--- src/rtl/regfile_pkg.sv ---
// Shared types and default widths for the multi-port register file.
// Latency: n/a (declarations only).
// Backpressure: n/a.
package regfile_pkg;

    typedef enum logic {RF_CLEAR, RF_READY} rf_state_t;

    localparam int RF_DATA_W_DEF = 32;
    localparam int RF_ADDR_W_DEF = 5;

endpackage

--- src/rtl/regfile_mp_if.sv ---
// Decode-stage register file bus: two read ports, one write port, clear request.
// Latency: reads combinational, writes land on the next clk edge.
// Backpressure: ready low means writes are ignored and reads return zero.
interface regfile_mp_if
    import regfile_pkg::*;
#(
    parameter int DATA_W = RF_DATA_W_DEF,
    parameter int ADDR_W = RF_ADDR_W_DEF
);
    logic              clr;
    logic              we;
    logic [ADDR_W-1:0] rs;
    logic [ADDR_W-1:0] rt;
    logic [ADDR_W-1:0] rd;
    logic [DATA_W-1:0] d;
    logic [DATA_W-1:0] qs;
    logic [DATA_W-1:0] qt;
    logic              ready;

    modport master (output clr, we, rs, rt, rd, d, input qs, qt, ready);
    modport slave  (input clr, we, rs, rt, rd, d, output qs, qt, ready);
endinterface

--- src/rtl/regfile_clr_seq.sv ---
// Clear sequencer: sweeps every entry to zero after reset or on clr, then holds ready.
// Latency: ready rises 2**ADDR_W edges after rst release or a clr edge.
// Backpressure: clr restarts the sweep from entry 0 in any state.
module regfile_clr_seq
    import regfile_pkg::*;
#(
    parameter int ADDR_W = RF_ADDR_W_DEF
) (
    input  logic              clk,
    input  logic              rst,
    input  logic              clr,
    output logic [ADDR_W-1:0] cnt,
    output logic              sweep_we,
    output logic              ready
);
    rf_state_t         state, state_nxt;
    logic [ADDR_W-1:0] cnt_nxt;

    always_ff @(posedge clk or posedge rst) begin
        if (rst) begin
            state <= RF_CLEAR;
            cnt   <= '0;
        end else begin
            state <= state_nxt;
            cnt   <= cnt_nxt;
        end
    end

    always_comb begin
        state_nxt = state;
        cnt_nxt   = cnt;
        sweep_we  = 1'b0;
        if (clr) begin
            state_nxt = RF_CLEAR;
            cnt_nxt   = '0;
        end else if (state == RF_CLEAR) begin
            sweep_we = 1'b1;
            cnt_nxt  = cnt + 1'b1;
            // last entry: all-ones index, counter wraps back to 0 on the same edge
            if (&cnt) state_nxt = RF_READY;
        end
    end

    assign ready = (state == RF_READY);

endmodule

--- src/rtl/regfile_mp.sv ---
// Parametrised 2R1W register file with sweep clear; REGFILE_BYPASS_EN adds write-through.
// Latency: combinational reads, write visible next cycle (same cycle with bypass).
// Backpressure: while ready is low writes are dropped and qs/qt read zero.
module regfile_mp
    import regfile_pkg::*;
#(
    parameter int DATA_W   = RF_DATA_W_DEF,
    parameter int ADDR_W   = RF_ADDR_W_DEF,
    parameter int ZERO_REG = 1
) (
    input  logic           clk,
    input  logic           rst,
    regfile_mp_if.slave    bus
);
    localparam int DEPTH = 1 << ADDR_W;
    localparam bit ZR    = (ZERO_REG != 0);

    logic [DATA_W-1:0] rf [DEPTH];
    logic [ADDR_W-1:0] cnt;
    logic              sweep_we;
    logic              ready;
    logic              user_we;
    logic [DATA_W-1:0] qs_val;
    logic [DATA_W-1:0] qt_val;

    regfile_clr_seq #(.ADDR_W(ADDR_W)) u_clr_seq (
        .clk      (clk),
        .rst      (rst),
        .clr      (bus.clr),
        .cnt      (cnt),
        .sweep_we (sweep_we),
        .ready    (ready)
    );

    assign user_we = ready && bus.we && !bus.clr && !(ZR && (bus.rd == '0));

    // No reset on the array so it can map to distributed RAM; the sweep zeroes it.
    always_ff @(posedge clk) begin
        if (sweep_we) begin
            rf[cnt] <= '0;
        end else if (user_we) begin
            rf[bus.rd] <= bus.d;
        end
    end

    always_comb begin
        qs_val = rf[bus.rs];
        qt_val = rf[bus.rt];
`ifdef REGFILE_BYPASS_EN
        if (user_we && (bus.rd == bus.rs)) qs_val = bus.d;
        if (user_we && (bus.rd == bus.rt)) qt_val = bus.d;
`endif
        if (!ready || (ZR && (bus.rs == '0))) qs_val = '0;
        if (!ready || (ZR && (bus.rt == '0))) qt_val = '0;
    end

    assign bus.qs    = qs_val;
    assign bus.qt    = qt_val;
    assign bus.ready = ready;

endmodule

--- src/flat_wrapper.sv ---
// flat-port wrapper written by rule: the top's interface ports become plain ports
module regfile_mp_flat import regfile_pkg::*;
#(
    parameter int DATA_W   = RF_DATA_W_DEF,
    parameter int ADDR_W   = RF_ADDR_W_DEF,
    parameter int ZERO_REG = 1
)
  (clk, rst, bus_clr, bus_we, bus_rs, bus_rt, bus_rd, bus_d, bus_qs, bus_qt, bus_ready);
  regfile_mp_if #(.DATA_W(DATA_W), .ADDR_W(ADDR_W)) bus_i ();
  input  logic clk;
  input  logic rst;
  input wire logic [$bits(bus_i.clr)-1:0] bus_clr;
  input wire logic [$bits(bus_i.we)-1:0] bus_we;
  input wire logic [$bits(bus_i.rs)-1:0] bus_rs;
  input wire logic [$bits(bus_i.rt)-1:0] bus_rt;
  input wire logic [$bits(bus_i.rd)-1:0] bus_rd;
  input wire logic [$bits(bus_i.d)-1:0] bus_d;
  output wire logic [$bits(bus_i.qs)-1:0] bus_qs;
  output wire logic [$bits(bus_i.qt)-1:0] bus_qt;
  output wire logic [$bits(bus_i.ready)-1:0] bus_ready;
  assign bus_i.clr = bus_clr;
  assign bus_i.we = bus_we;
  assign bus_i.rs = bus_rs;
  assign bus_i.rt = bus_rt;
  assign bus_i.rd = bus_rd;
  assign bus_i.d = bus_d;
  assign bus_qs = bus_i.qs;
  assign bus_qt = bus_i.qt;
  assign bus_ready = bus_i.ready;
  regfile_mp #(.DATA_W(DATA_W), .ADDR_W(ADDR_W), .ZERO_REG(ZERO_REG)) u_core (.clk(clk), .rst(rst), .bus(bus_i));
endmodule
--- config.mk ---
export PLATFORM = sky130hd
export DESIGN_NAME = regfile_mp_flat
export DESIGN_NICKNAME = d
export VERILOG_FILES = /design/src/rtl/regfile_pkg.sv /design/src/rtl/regfile_mp_if.sv /design/src/rtl/regfile_clr_seq.sv /design/src/rtl/regfile_mp.sv /design/src/flat_wrapper.sv
export SDC_FILE = /design/constraint.sdc
export NUM_CORES = 1
export LEC_CHECK = 0
export BUFFER_PORTS_ARGS = -buffer_cell sky130_fd_sc_hd__buf_2
export CAP_MARGIN = 20
export CORE_ASPECT_RATIO = 0.7
export CORE_MARGIN = 5
export CORE_UTILIZATION = 55
export DETAILED_ROUTE_END_ITERATION = 12
export PLACE_DENSITY = 0.71
export SLEW_MARGIN = 15
export SYNTH_ARGS = -nofsm -noshare
export SYNTH_HDL_FRONTEND = slang
export SYNTH_HIERARCHICAL = 1
export SYNTH_SLANG_ARGS = --single-unit
--- constraint.sdc ---
create_clock -name clk -period 8.57 [get_ports clk]
set_clock_uncertainty 0.15 [all_clocks]
set_input_delay 0.4285 -clock clk [delete_from_list [all_inputs] [get_ports clk]]
set_output_delay 0.4285 -clock clk [all_outputs]
set_load 0.02 [all_outputs]
* Word-level counts from Yosys, hierarchy flattened
Memories as Yosys holds them, arrays and structs flattened. Index checks and enable logic that the tools add are counted.
Storage, ports and cells: memories kept 1, input bits 51, output and inout bits 65, register bits after elaboration 6, ROM bits 0, RAM bits 1024, latch bits 0
Memory list:
- u_core.rf | depth 32, width 32, rd ports 2, clocked after memory_dff 0, wr ports 1, RTL line regfile_mp.sv:18 | logic [DATA_W-1:0] rf [DEPTH];
Cells by class: mux-type cells 17, multipliers 0, divide/modulo/power cells 0, shifts and indexed selects 0, $lt $le $gt $ge 0, add/sub/neg operators 1, bitwise gates (word level) 0, equality and inequality tests 1, reduce and logical (&&, ||, !) cells 13
Operators by type and width (number):
- 32-bit two-way mux | 3
- 32-bit OR reduction | 1
- 5-bit logical NOT | 3
- 5-bit two-way mux | 3
- 1-bit two-way mux | 11
- 5-bit by 1-bit adder with 5-bit output, second input constant | 1
- 5-bit AND reduction | 1
- 1-bit logical AND | 3
- 1-bit logical NOT | 3
- 1-bit logical OR | 2
- 2-bit != test, second input constant | 1

* Logic depth before layout (Yosys ltp)
Gate-level depths: netlist of run 1.
word-level depth 8, mapped depth 9

* Cells and area by module
Netlist of run 1, hierarchy kept.
By module, submodules not included:
- regfile_mp | times used 1, cells an instance 2338, area an instance 47471.8 µm², seq. area each 30749.5 µm²
- regfile_clr_seq | times used 1, cells an instance 26, area an instance 305.3 µm², seq. area each 150.1 µm²

* Least setup slack after synthesis of run 1
No wires, ideal clock.
path type register to register, from register u_core.u_clr_seq.state, in the netlist u_core/u_clr_seq/ready, to memory u_core/rf[3][0] (netlist name), enable pin, clock period less this slack 4.554 ns, slack 4.016 ns, buffers on the path 1, required time 7.959 ns, arrival time 3.943 ns, cell stages (with the launch flop) 7, cell sequence dfrtp_1 > buf_6 > nor2_1 > nand4bb_1 > a21oi_1 > o21ai_1 > nor3_1
On the way: elaborated cells between the ends (all ways) 13, classes of those cells mux (9); reduce/logical (4)
RTL lines:
- from (decl) | RTL line regfile_clr_seq.sv:16 | rf_state_t state, state_nxt;
- from (signal assigned) | RTL line regfile_clr_seq.sv:24 | state <= state_nxt;
- 1-bit two-way mux * | RTL line regfile_clr_seq.sv:36 | end else if (state == RF_CLEAR) begin
- 1-bit two-way mux * | RTL line regfile_clr_seq.sv:33 | if (clr) begin
- via u_core.sweep_we | RTL line regfile_mp.sv:20 | logic sweep_we;
- 1-bit two-way mux | RTL line regfile_mp.sv:39 | if (sweep_we) begin
- 1-bit two-way mux (not written as such) | RTL line regfile_mp.sv:42 | rf[bus.rd] <= bus.d;
- 32-bit OR reduction (no source line)
- 5-bit two-way mux (no source line) / 1-bit two-way mux (equally long branches)
- to (decl) | RTL line regfile_mp.sv:18
Mark *: on every way through the listed nets, which the timed path passes. The rest lies on a longest branch.

* Worst setup path after layout of run 1
from input bus_rs[2], to output bus_qs[15]
On the way: word-level cells in the longest chain between the ends 3, elaborated cells between the ends (all ways) 4, classes of those cells mux (1); reduce/logical (2); memory (1)
RTL lines:
- from (decl) | RTL line flat_wrapper.sv:14 | input wire logic [$bits(bus_i.rs)-1:0] bus_rs;
- parallel branches: the longest is 2 deep, another holds memory 32 x 32 bit
- 32-bit two-way mux * | RTL line regfile_mp.sv:53 | if (!ready || (ZR && (bus.rs == '0))) qs_val = '0;
- to (decl) | RTL line flat_wrapper.sv:18 | output wire logic [$bits(bus_i.qs)-1:0] bus_qs;
Every way passes the cells marked *.

==> results list, run 1 <==
* Outcome: finished, final reports clean
- In the final layout, the multi-input gates occupy 0.0161 sq mm.
- In the final layout, the share of cells above drive strength 1 is 33.4%.
- Number of H-tree levels: 3
* Number of nets in the finished design: approximately 2500
- Core footprint: 0.0861 sq mm
- CP delay by family, top: buffers and inverters
- Number of vias per cell: between 7 and 8
- Of the total synthesized cell area, the portion taken by AND, OR, NAND and NOR gates is under 10%.
- The first global-routing pass estimated between 200000 and 250000 um of wire.
- Proportion of synthesized flip-flops having asynchronous set or reset: less than 1%
* Synthesized-area fraction occupied by adder cells: 0.0524%
* Combinational family with the most area after synthesis: multiplexers
* Reg-to-reg startpoint: u_core/u_clr_seq/ready$_DFF_PP0_
- Multiplexer cells account for 26.5% of the synthesized area.
* CP Depth: 8
- TritonCTS clock tree: built
- The final layout contains routed wiring with a total length of 139000 um.
- Synth Area in Compound Gates: a little under 5%
- Gp weighted congestion: about 0.84
- By instance count, the cell type seen most on the critical path is sky130_fd_sc_hd__buf_4.
- STA classifies the critical path startpoint as an input pin.
* Slew at the pin with the worst max-slew slack: roughly 1.2 ns
- For the worst setup path, the data required time is 7.99 ns.
- Top FF cell, synth: sky130_fd_sc_hd__edfxtp_1
* Netlist cell types: 52
- The die is approximately 260 um tall.
* Number of non-filler instances in the completed layout: 3697
- I/O pin count: around 120
- For the final routed database, the setup TNS stands at 0 ns.
- Number of port buffers: between 100 and 150
- Subtracting the final worst setup slack from the clock period gives 5.12 ns.
- The die covers ~0.093 sq mm.
- Post-Syn Area per Cell: a little over 20 sq um
* Max IR drop VDD: roughly 0.18 mV
* Via count: around 28000
* Number of violations of the max-capacitance limit: 0
* Final clock period utilization by the worst path: approximately three fifths
- Including well taps, the total number of placed cells is between 3000 and 4000.
* Reg area: roughly 0.031 sq mm
* Warnings from Yosys: 6
* Biggest area consumer among synthesized cells: sky130_fd_sc_hd__edfxtp_1
- The filler cells instantiated in the layout total about 6000.
- Endpoint of the worst-slack reg-to-reg timing path: u_core/rf[4][22]$_DFFE_PP_
* First-iteration detailed-routing DRC count: 4067
- Count of buffer and inverter cells on the critical path: 4
- From left edge to right edge, the die measures around 360 um.
- Share of the yosys chip area belonging to registers: about two thirds
- Measured against its own limit, the worst slew margin works out to approximately 22%.
- Ant. Diodes: 0
- The number of nets in the synthesized netlist is roughly 2400.
- CP Launch Point: bus_rs[2]
* Highest-count cells in the layout ignoring fill and taps: sky130_fd_sc_hd__edfxtp_1 (1024), sky130_fd_sc_hd__mux4_2 (449), sky130_fd_sc_hd__mux2i_1 (257)
- Static leakage: about 15 nW
* Largest cells by area after synthesis: sky130_fd_sc_hd__edfxtp_1 (64%), sky130_fd_sc_hd__mux4_2 (21%), sky130_fd_sc_hd__mux2i_1 (5.4%)
- For this design, the slowest cell found on the critical path is sky130_fd_sc_hd__nor3_1.
- Once detail routing completed, the nets flagged for antenna violations numbered 0.
* Starting Density: ~55%
* Final Hold Viols: 0
- Clock-pin slew was measured on the worst setup and hold paths at 0.07 ns.
* Number of buffers added for setup after CTS: 0
- Leaving out fill and tap cells, the most frequent cell in the layout is sky130_fd_sc_hd__edfxtp_1.
- The critical path ends at bus_qs[15].
- Netlist area before placement: 0.0478 sq mm
- For this run, the slowest stage of the critical path takes 0.90 ns.
* Crit Path Class: input pin to output port
* Power Dens Cells: 196 mW/mm^2
* Clock Sink Count: between 1000 and 1500
- The area growth from synthesis to layout is 10.8%.
- In this run the register-to-register setup slack is 4.67 ns.
- Synthesis produced a netlist whose cell count is roughly 2400.
- Iteration count of the initial detailed-routing pass: 6
- Standard-cell row count: 90
- Antenna violations before repair: 5
- RSZ-0062 raised after global routing: false
- After detailed routing, the average wire length per cell comes to 37.7 um.
* Master cell of the clock root buffer: sky130_fd_sc_hd__clkbuf_16
- Summing the areas of all xor and xnor instances in the mapped netlist gives less than 1% of the synthesized area.
* Clock buffer count from CTS: 95
- R2R cell count: 7
- The total overflow left after global routing is 0.
- The number of gates resized after CTS was 0.
- Arrival time of the worst setup path: roughly 4.5 ns
- After legalization and detailed placement, the total HPWL measured around 79000 um.
* Post-route DRC violation count: 0
- Counting flops with a built-in enable in the synthesized netlist gives a little over 1000.
- Counting flops and latches in the post-synthesis netlist gives approximately 1000.
- Total Routing Usage GR: 29.9%
- The via count of the first global-routing pass was around 28000.
- Number of setup violations in the final report: 0
- Critical Path End Type: output port
- Counting along the longest clock path gives a buffer depth of 3.
- Timing would allow up to 195 MHz.
- Worst hold-check slack: about 0.08 ns
* Worst skew pair latency: 0.67 ns
- Walking the worst path, the cells encountered are buf_6 > buf_4 > nand3b_1 > buf_4 > o221ai_1 > a211oi_1 > nor3_1 > buf_2.
* Hold/Removal Path Class: input pin to async pin
- In this run the biggest area consumer among cell types represents between 60% and 70% of the synthesized area.
- Biggest fanout along the worst timing path: 52
- Count of final max-slew check failures: 0
* Pin count of the biggest net entering global routing: ~110
==> per-stage QoR <==
stage	total power, W	util, %	instance area, sq um	setup WS [ns]
6_report	0.0104	61.5	52900	3.45
5_1_grt	0.0107	61.5	52900	3.54
4_1_cts	0.0104	61.3	52800	3.65
3_5_place_dp	0.00622	57.7	49700	3.66
3_3_place_gp	0.00621	57.7	49700	3.82
2_1_floorplan	0.00605	-	47800	4.02
==> worst register-to-register path: stages (launching register included) <==
cell and delay (ns):
sky130_fd_sc_hd__dfrtp_1 0.77, sky130_fd_sc_hd__nor2_1 0.22, sky130_fd_sc_hd__nand4bb_1 0.36, sky130_fd_sc_hd__a21oi_4 0.26, sky130_fd_sc_hd__buf_4 0.46, sky130_fd_sc_hd__o31a_1 0.69, sky130_fd_sc_hd__nor3_2 0.17, sky130_fd_sc_hd__buf_4 0.40
==> registers in the layout, indices dropped and copies added, names as in the netlist <==
signal / count
u_core/u_clr_seq/ready: 1
u_core/rf: 1024
u_core/u_clr_seq/cnt: 5
==> cell usage after synthesis (all sizes together), types with 3 or more instances <==
| master | n |
|---|---|
| edfxtp | 1024 |
| mux4 | 449 |
| mux2i | 257 |
| clkbuf | 98 |
| buf | 96 |
| o221ai | 64 |
| a22o | 62 |
| nor3 | 56 |
| and2 | 33 |
| o22a | 33 |
| a211oi | 32 |
| a2111oi | 31 |
| o22ai | 31 |
| nor2 | 27 |
| nand2 | 7 |
| dfrtp | 6 |
| o21ai | 6 |
| nand3b | 5 |
| a21oi | 4 |
| a31oi | 4 |
| and3 | 4 |
| inv | 4 |
| nand2b | 3 |
| nor2b | 3 |
==> report_power, final <==
part / switching (W) / total [W] / internal (W)
Sequential: 0.0000188 / 0.00551 / 0.00549
Combinational: 0.000349 / 0.000604 / 0.000255
Clock: 0.00190 / 0.00427 / 0.00236
Total: 0.00227 / 0.0104 / 0.00811
==> kinds of logic after synthesis <==
| kind of cell | Yosys count |
|---|---|
| adders and majority gates | 2 |
| AOI/OAI and AO/OA | 273 |
| and+or+nand+nor | 152 |
| muxes | 706 |
| buffers and inverters | 198 |
| xor gates and xnor gates | 3 |
| DFF | 1030 |
==> layer usage <==
layer	up-vias	GRT usage, %	routed length (um)
li1	10600	-	-
met1	14600	43.7	52300
met2	2204	44.9	63800
met3	301	7.89	18500
met4	2	9.65	4860
met5	-	0	13
==> area by class of cell <==
type / instances / share of cell area, %
clock buffers: 120 / 4.75
clock inverters: 57 / 1.09
inverters: 4 / 0.0284
multi-input cells: 1136 / 30.5
flip-flops and latches: 1030 / 58.4
well taps: 1150 / 2.72
repair buffers: 200 / 2.55
==> how the worst min path moves through the flow <==
stage | slack, ns | startpoint | endpoint | cells after the start
floorplan | 0.07 | rst | u_core/u_clr_seq/cnt[0]$_DFFE_PP0P_ | 1
global placement | 0.19 | rst | u_core/u_clr_seq/cnt[3]$_DFFE_PP0P_ | 2
detailed placement | 0.21 | rst | u_core/u_clr_seq/cnt[3]$_DFFE_PP0P_ | 2
CTS | 0.04 | rst | u_core/u_clr_seq/cnt[1]$_DFFE_PP0P_ | 3
global route | 0.08 | rst | u_core/u_clr_seq/cnt[1]$_DFFE_PP0P_ | 3
finish | 0.08 | rst | u_core/u_clr_seq/cnt[1]$_DFFE_PP0P_ | 3
==> repair_timing <==
item                                   CTS  global route
setup endpoints to repair                0             0
hold buffers                             2             0
endpoints found under the hold margin   12             0
Note: power is estimated with default switching activity, not from simulation.
==> run 2, diff against run 1 <==
PLACE_DENSITY = 0.74   (was 0.71)
clock period = 4.34 ns   (was 8.57 ns; I/O delays follow)
==> run 2 against run 1 <==
  * Flip-flop and latch count unchanged
  * Via count increased by 3.0%
  * Combinational power increased by 110%
  * First-iteration DRC count increased by 14%
  * Non-clock buffer count increased by 41
  * Routed wire length increased by 4.0%
  * Worst hold slack got worse by 0.021 ns
  * Critical path depth decreased by 1
  * Cell count increased by 1.1%
  * Critical path type unchanged
  * Largest cell class unchanged
==> results list, run 2 (same netlist as run 1, synthesis figures left out) <==
- The proportion of layout cells with a drive suffix above 1 is 34.8% (+1.4 points).
* Count of final max-slew check failures: 0 (unchanged)
- The final count of negative-setup-slack endpoints was 0 (unchanged).
- Filler Cell Count: 5846 (-1.9%)
* Hold/Removal Path Class: input pin to flop
- The highest ir drop seen on vdd came to 0.350 mV (+99%).
* Slowest Stage Delay on Critical Path: 0.86 ns (-0.04 ns)
* FF-to-FF setup slack: 0.85 ns (-3.82 ns)
* Final Hold Viols: 0 (unchanged)
* Clock buffer count from CTS: 96 (+1.1%)
- Total Routing Usage GR: 31.0% (+1.1 points)
- The arrival time at the worst endpoint came to 3.52 ns (-1.02 ns).
- The remaining antenna violation count was 0 (unchanged).
* Number of vias per cell: 7.64 (+1.9%)
* Achievable clock frequency: between 200 and 300 MHz
- The post-placement worst setup slack is 0.581 ns (-3.08 ns).
* Setup tns final: 0 ns (unchanged)
* Half-perimeter wire length of the detailed placement result: 85500 um (+7.6%)
- Util after Layout: 62.3% (+0.88 points)
* Master cell of the clock root buffer: sky130_fd_sc_hd__clkbuf_16
- Global-route wire length before repair: 207000 um (+3.2%)
- Post-cts resize count: 0 (unchanged)
* Final min period: ~4 ns
* Antenna violations before repair: 7 (+2)
- Counting flops per register, the top entry is u_core/rf.
- The number of nets in the finished design is 2562 (+1.7%).
- The clock insertion delay at the later pin of the skew report is 0.67 ns (about the same).
- The library cells used most frequently in the layout, excluding fill and tap cells, are sky130_fd_sc_hd__edfxtp_1 (1024), sky130_fd_sc_hd__mux4_2 (449), sky130_fd_sc_hd__mux2i_1 (256).
- The die span in y is 257 um (unchanged).
- The residual overflow from global routing was 0 (unchanged).
- Post-route DRC violation count: 0 (unchanged)
* Number of H-tree levels: 3 (unchanged)
- First-iteration detailed-routing DRC count: 4636 (+14%)
* Ant. Diodes: 0 (unchanged)
* Critical Path Slowest Stage Cell: sky130_fd_sc_hd__or3b_2
- Number of buffers added for setup after CTS: 0 (unchanged)
* Count of buffer and inverter cells on the critical path: 3 (-1)
- Gp weighted congestion: 0.891 (+5.7%)
* Area added between synthesis and finish: 12.4%
- Die outline area: 0.0930 sq mm (unchanged)
- The worst setup path is captured at an output port.
* Number of violations of the max-capacitance limit: 0 (unchanged)
* Biggest fanout along the worst timing path: 22 (-58%)
- Number of port buffers: 115 (unchanged)
- Via count: 28500 (+3.0%)
- Iteration count of the initial detailed-routing pass: 6 (unchanged)
- The number of core rows was 90 (unchanged).
* Most frequent standard cell in the layout excluding fill and tap cells: sky130_fd_sc_hd__edfxtp_1
- The clock edge transition at the registers on the reported setup and hold paths is 0.06 ns (about the same).
* Slew at the pin with the worst max-slew slack: 1.16 ns (+0.000198 ns)
- The worst setup path is of the input pin to output port kind.
- Final clock period utilization by the worst path: roughly 90%
- The flip-flop count of the largest register after layout is 1024 (unchanged).
* Clock Sink Count: 1030 (unchanged)
* Starting Density: 55.5% (unchanged)
- The via count of the first global-routing pass came to 28400 (+1.8%).
- The worst hold margin came to 0.0608 ns (-0.0209 ns).
- The normalized max-slew margin is 22.3% (+0.22 points).
- The flow ran to the end, and the final reports show no timing, DRC or antenna violations.
* Ordered cell list for the critical path: buf_4 > or3b_2 > buf_4 > o221ai_1 > nor3_1 > nor3_1 > buf_2
* Static leakage: 15.9 nW (+3.1%)
- Power Dens Cells: 388 mW/mm^2 (+98%)
* RSZ-0062 raised after global routing: false
- The maximum count of clock buffers along a single path came to 3 (unchanged).
- Required time of the worst setup path: 3.97 ns (-4.02 ns)
* Number of non-filler instances in the completed layout: 3736 (+1.1%)
- CP delay by family, top: simple AND/OR/NAND/NOR gates
- Core footprint: 0.0861 sq mm (unchanged)
- The final worst slack came to 0.451 ns (-3.00 ns).
* Cell total after placement: 3544 (+0.88%)
- The detail-routed net length per standard cell is 38.8 um (+2.9%).
* Pin count of the biggest net entering global routing: 103 (-7.2%)
- DRT Wirelength: 145000 um (+4.0%)
- The number of buffers inserted for hold repair after clock tree synthesis came to 3 (+1).
- The number of ports placed on the die boundary came to 116 (unchanged).
- The overall die width came to 362 um (unchanged).
- Worst Setup Start Kind: input pin
- TritonCTS clock tree: built
==> run 2: where the power goes <==
group | leakage, nW | internal [W] | total, W | switching (W)
sequential | 7.97 | 0.0108 | 0.0109 | 0.0000412
combinational | 6.38 | 0.000528 | 0.00127 | 0.000745
clock | 1.56 | 0.00490 | 0.00866 | 0.00376
total | 15.9 | 0.0163 | 0.0208 | 0.00455
==> run 2: final timing paths <==
check | startpoint | end | cells after the start
setup / recovery | bus_rs[1] | bus_qs[30] | 7
hold / removal | bus_d[10] | u_core/rf[2][10]$_DFFE_PP_ | 2
setup reg to reg | u_core/u_clr_seq/ready$_DFF_PP0_ | u_core/rf[24][3]$_DFFE_PP_ | 6
hold reg to reg | u_core/u_clr_seq/cnt[3]$_DFFE_PP0P_ | u_core/u_clr_seq/cnt[3]$_DFFE_PP0P_ | 2
max in group asynchronous | rst | u_core/u_clr_seq/cnt[2]$_DFFE_PP0P_ | 4
min in group asynchronous | rst | u_core/u_clr_seq/cnt[4]$_DFFE_PP0P_ | 4
==> run 2: layer usage <==
| layer | share of wire (%) | global-route usage (%) |
|---|---|---|
| met1 | 36 | 45.0 |
| met2 | 45 | 45.6 |
| met3 | 15 | 10.2 |
| met4 | 3.6 | 9.57 |
| met5 | 0.023 | 0 |
==> run 2: per-stage QoR <==
stage                     total power, W  instance area, sq um
after global placement            0.0123                 50200
after detailed placement          0.0123                 50300
final                             0.0208                 53700
after CTS                         0.0209                 53500
after floorplan                   0.0119                 47800
after global routing              0.0214                 53700
==> run 2: layout make-up <==
cell class,instances,area (sq um),share of cell area [%]
clock buffers,116,2540,4.73
clock inverters,59,659,1.23
inverters,4,15.0,0.0280
multi-input cells,1136,16200,30.3
flip-flops and latches,1030,30900,57.5
well taps,1150,1440,2.68
repair buffers,241,1890,3.52
